File: src/rtl/vector_pkg.sv
// vector_pkg: shared defaults and index-width helper for the vector instruction queue.
package vector_pkg;
    localparam int SLICES_DEF = 4;
    localparam int DW_DEF     = 32;
    localparam int DEPTH_DEF  = 8;

    function automatic int idx_w(input int n);
        return (n > 1) ? $clog2(n) : 1;
    endfunction
endpackage

File: src/rtl/vector_rr_arb.sv
// vector_rr_arb: one-hot round-robin grant, searching upward from rr_ptr.
module vector_rr_arb
    import vector_pkg::*;
#(
    parameter int N  = SLICES_DEF,
    parameter int PW = idx_w(N)
) (
    input  logic [N-1:0]  req,
    input  logic [PW-1:0] rr_ptr,
    output logic [N-1:0]  grant
);
    // Scan from the farthest offset back to rr_ptr so the closest requester wins.
    always_comb begin
        grant = '0;
        for (int k = N - 1; k >= 0; k--) begin
            if (req[PW'((int'(rr_ptr) + k) % N)]) begin
                grant = '0;
                grant[PW'((int'(rr_ptr) + k) % N)] = 1'b1;
            end
        end
    end
endmodule

File: src/rtl/vector_instr_queue.sv
// vector_instr_queue: round-robin merge of per-slice instructions into one FIFO
// feeding the execution pipe; head outputs come straight from registers.
module vector_instr_queue
    import vector_pkg::*;
#(
    parameter int  SLICES = SLICES_DEF,
    parameter int  DW     = DW_DEF,
    parameter int  DEPTH  = DEPTH_DEF,
    localparam int SW     = idx_w(SLICES),
    localparam int AW     = $clog2(DEPTH),
    localparam int LW     = AW + 1
) (
    input  logic                 clk,
    input  logic                 reset_n,
    input  logic [SLICES-1:0]    instr_valid,
    output logic [SLICES-1:0]    instr_ready,
    input  logic [SLICES*DW-1:0] instr_data,
    input  logic                 flush,
    output logic                 out_valid,
    input  logic                 out_ready,
    output logic [DW-1:0]        out_data,
    output logic [SW-1:0]        out_slice,
    output logic [LW-1:0]        level
);
    logic [LW-1:0]      level_q, level_d;
    logic [AW-1:0]      wr_q, wr_d, rd_q, rd_d;
    logic [SW-1:0]      rr_q, rr_d, gidx;
    logic [SW+DW-1:0]   mem_q [DEPTH];
    logic [SW+DW-1:0]   mem_d [DEPTH];
    logic [SLICES-1:0]  req;
    logic               push, pop, full;

    assign full  = level_q == LW'(DEPTH);
    // Gating by reset_n keeps ready low for the whole reset window, not just after an edge.
    assign req   = instr_valid & {SLICES{reset_n & ~full & ~flush}};
    assign push  = |instr_ready;
    assign out_valid = level_q != '0;
    assign pop   = out_valid & out_ready;
    assign level = level_q;
    assign {out_slice, out_data} = mem_q[rd_q];

    vector_rr_arb #(.N(SLICES), .PW(SW)) u_arb (
        .req   (req),
        .rr_ptr(rr_q),
        .grant (instr_ready)
    );

    always_comb begin
        gidx = '0;
        for (int i = 0; i < SLICES; i++) if (instr_ready[i]) gidx = SW'(i);
        mem_d = mem_q;
        if (push) mem_d[wr_q] = {gidx, instr_data[gidx*DW +: DW]};
        rr_d    = push ? ((gidx == SW'(SLICES - 1)) ? '0 : gidx + 1'b1) : rr_q;
        wr_d    = flush ? '0 : wr_q + AW'(push);
        rd_d    = flush ? '0 : rd_q + AW'(pop);
        level_d = flush ? '0 : level_q + LW'(push) - LW'(pop);
    end

    always_ff @(posedge clk or negedge reset_n) begin
        if (!reset_n) begin
            level_q <= '0;
            wr_q    <= '0;
            rd_q    <= '0;
            rr_q    <= '0;
        end else begin
            level_q <= level_d;
            wr_q    <= wr_d;
            rd_q    <= rd_d;
            rr_q    <= rr_d;
        end
    end

    always_ff @(posedge clk) mem_q <= mem_d;
endmodule

File: config.mk
export PLATFORM = sky130hd
export DESIGN_NAME = vector_instr_queue
export DESIGN_NICKNAME = d
export VERILOG_FILES = /design/src/rtl/vector_pkg.sv /design/src/rtl/vector_rr_arb.sv /design/src/rtl/vector_instr_queue.sv
export SDC_FILE = /design/constraint.sdc
export NUM_CORES = 1
export LEC_CHECK = 0
export CELL_PAD_IN_SITES_DETAIL_PLACEMENT = 1
export CELL_PAD_IN_SITES_GLOBAL_PLACEMENT = 2
export CORE_MARGIN = 8
export CORE_UTILIZATION = 25
export DETAILED_ROUTE_END_ITERATION = 10
export GPL_TIMING_DRIVEN = 0
export PLACE_DENSITY_LB_ADDON = 0.1
export SKIP_LAST_GASP = 1
export SLEW_MARGIN = 20
export SYNTH_ARGS = -nofsm -noshare
export SYNTH_HDL_FRONTEND = slang
export SYNTH_HIERARCHICAL = 1
export SYNTH_SLANG_ARGS = --single-unit
export TNS_END_PERCENT = 10
File: constraint.sdc
create_clock -name clk -period 5.17 [get_ports clk]
set_clock_uncertainty 0.2 [all_clocks]
set_input_delay 0.7755 -clock clk [delete_from_list [all_inputs] [get_ports clk]]
set_output_delay 0.7755 -clock clk [all_outputs]
set_load 0.05 [all_outputs]
==> impl_results.md <==
- Largest family of logic cells by synthesized area: multiplexers
- Leak: 5.46 nW
- ANT nets after route: 0
- Post-synth net total: 816
- Fin crit share: 92.3%
- CTS H-tree depth: 2
- Share of cells above drive strength 1: 25.8%
- Clock period minus worst slack: 4.77 ns
- CP required: 4.19 ns
- Highest-count cells in the layout ignoring fill and taps: 272 x edfxtp_1, 176 x clkdlybuf4s50_1, 60 x mux4_2
- Post-synthesis adder-cell area fraction: 1.76%
- Top Family by Delay on Critical Path: buffers and inverters
- PwrDens: 645 nW/µm²
- Kind of critical path: primary input to primary output
- CTS tree: done
- CP startpoint: flush
- Largest area contributor in the netlist: edfxtp_1
- DRC viols: 0
- Diode count: 0
- NetSw: 3.91 mW
- Logic pwr share: 43.4%
- Final hold slack: 0.0720 ns
- Slew @ Worst Pin: 1.08 ns
- FILL cells: 5,030
- DR iter-0 viols: 297
- Yosys reg bits: 284
- Clk sinks: 284
- RR Startpoint: level[1]$_DFF_PN0_
- Vias per cell: 4.41
- Crit end category: primary output
- Number of setup violations in the final report: 0
- Max_cap viols: 0
- Arrival time worst endpoint: 3.80 ns
- Synth top area cells: edfxtp_1 65%, mux4_2 11%, mux2_2 4.4%, mux2i_1 2.6%, dfrtp_1 2.4%
- YS warnings: 6
- Worst min-delay path class: primary input to async pin
- Post-Syn Area: 12,500 µm²
- Synth top area share: 65.3%
- Drt wl/cell: 24.2 µm
- Port buffer count: 178
- Hold Fails Final Rpt: 0
- Worst path cell trace: clkdlybuf4s50_1 -> nand2b_1 -> a21oi_1 -> and2_1 -> mux4_2 -> nand2b_1 -> o22ai_1 -> a21oi_1 -> clkdlybuf4s50_1
- R2r setup slk: 0.65 ns
- Most common cell after layout, fill and taps aside: edfxtp_1
- Final setup TNS: 0 ns
- RR Endpoint: mem_q[90]$_DFFE_PP_
- Slew HR: 28.2%
- Gr ovfl total: 0
- Number of library cell types mapped by synthesis: 38
- Critical Path Start Type: primary input
- Clk Tree Root Cell: clkbuf_16
- Core box area: 49,800 µm²
- Initial Utilization: 25.1%
- First-pass GRT wire length: 55,800 µm
- Status: finished, final reports clean
- CP Buf/Inv Count: 2
- Critical path depth: 9
- RSZ-0062 raised after global routing: false
- Peak Freq: 209 MHz
- IO Count: 179
- Largest net degree at the start of global routing: 18
- Cts hold-fix bufs: 0
- Vias in the first global route: 8,114
- Die width: 240 µm
- Synth Area in Simple Gates: 3.18%
- DRT Wirelength: 38,600 µm
- Max Slew Vio Count: 0
- Post-synthesis mux area share: 22.5%
- Reg power frac: 33.6%
- Power Internal: 6.93 mW
- Clock latency on the worst-skew pair: 0.51 ns
- Final Net Count: 1,051
- CP Max Fanout: 7
- Tot GR Track Use: 13.4%
- Die height: 240 µm
- Final HPWL DP: 27,400 µm
- Die area: 57,400 µm²
- XOR/XNOR Fraction of Synth Area: 0.280%
- Final GP Congestion: 0.690
- First drt pass iteration count: 4
- Initial antenna violation count: 1
- Vias post-DR: 7,024
- CP Capture Point: instr_ready[0]
- Clock power share: 23.0%
- Slowest CP cell: clkdlybuf4s50_1
- CTS Buf Count: 34
- Clock Path Buffers: 3
- Max incr delay on CP: 0.91 ns
- Worst R2R Path Depth: 11
- Mapped Cells: 663
- Worst vdd ir: 0.326 mV
- Layout area overhead: 34.4%
- Switching part of the total: 36.1%
- Syn_area_per_cell: 18.9 µm²
- Clock-pin slew on the worst setup and hold paths: 0.06 ns
- Sequential share of the synthesized area: 67.7%
- Compound-cell area share of the yosys netlist: 2.51%
- Row Count: 82
==> metal layers <==
layer  routed length [µm]  GRT usage (%)  vias up
met2                19300           23.1      152
li1                     -              -     3144
met5                    0              0        -
met3                 1790           2.42       44
met1                16700           17.3     3684
met4                  690           3.11        0
==> power groups by stage <==
stage | Sequential, mW | Combinational (mW) | Clock (mW)
after CTS | 3.66 | 4.83 | 2.57
after detailed placement | 3.70 | 4.82 | 0
final | 3.65 | 4.71 | 2.49
after global routing | 3.69 | 5.06 | 2.63
after global placement | 3.70 | 4.40 | 0
after floorplan | 3.70 | 2.88 | 0
==> worst min path at each step <==
| stage | to | slack [ns] | start | cells after the start |
|---|---|---|---|---|
| floorplan | level[0]$_DFF_PN0_ | 0.28 | reset_n | 0 |
| global placement | wr_q[2]$_DFF_PN0_ | 0.34 | wr_q[2]$_DFF_PN0_ | 2 |
| detailed placement | wr_q[2]$_DFF_PN0_ | 0.37 | wr_q[2]$_DFF_PN0_ | 2 |
| CTS | wr_q[2]$_DFF_PN0_ | 0.38 | wr_q[2]$_DFF_PN0_ | 2 |
| global route | level[3]$_DFF_PN0_ | 0.10 | reset_n | 1 |
| finish | level[3]$_DFF_PN0_ | 0.07 | reset_n | 1 |
==> flip-flops by register name, summed over array words and instances (netlist names) <==
register,flops
mem_q,272
rd_q,3
level,4
wr_q,3
rr_q,2
==> cell usage after synthesis (all sizes together) <==
library cell and n:
fa 1, dfrtp 12, nand2 39, o21ai 32, o21a 2, mux4 71, a21boi 1, inv 8
buf 21, nor4 1, xnor2 4, a31o 1, clkbuf 16, o221ai 2, o211ai 4, mux2i 32
a211oi 2, ha 16, a21oi 8, nor2 17, and2 5, mux2 69, edfxtp 272, nor2b 7
a21o 1, nor3 2, or2 2, o22ai 2, nand2b 8, nand3 5
==> stage by stage <==
stage | cells | cell area [µm²] | util [%] | setup WS, ns | power, mW
after floorplan | 663 | 12500 | - | -0.393 | 6.58
after global placement | 1513 | 15100 | 30.4 | -3.40 | 8.10
after detailed placement | 1532 | 15600 | 31.3 | -1.23 | 8.52
after CTS | 1589 | 16800 | 33.7 | -0.125 | 11.1
after global routing | 1591 | 16800 | 33.8 | 0.201 | 11.4
final | 1591 | 16800 | 33.8 | 0.396 | 10.8
==> layout make-up <==
class	count	area, µm²	area share (%)
clock inverters	16	239	1.42
multi-input cells	334	3850	22.9
repair buffers	199	2200	13.1
clock buffers	41	941	5.60
plain buffers	37	226	1.35
flip-flops and latches	284	8470	50.4
inverters	8	30.0	0.179
well taps	672	841	5.00
==> repair_timing <==
action,CTS,global route
hold endpoints to repair,0,0
gates resized for setup,4,1
setup buffers,0,2
setup endpoints to repair,323,252
pin swaps,0,1
gates cloned,0,0
==> worst register-to-register path: cells and delay by family (launching register included) <==
family                 cells  cell delay (ns)
buffers and inverters      2             1.13
AND/OR/NAND/NOR            4             0.94
multiplexers               2             0.85
AO/OA/AOI/OAI              3             0.79
flip-flops                 1             0.43
==> cells by family after synthesis <==
| logic type | count (synthesis) |
|---|---|
| AO/OA/AOI/OAI | 55 |
| XOR/XNOR | 4 |
| adder cells (fa/ha/maj) | 17 |
| buffers and inverters | 45 |
| flip-flops | 284 |
| multiplexers | 172 |
| AND/OR/NAND/NOR | 86 |
Note: power is estimated with default switching activity, not from simulation.
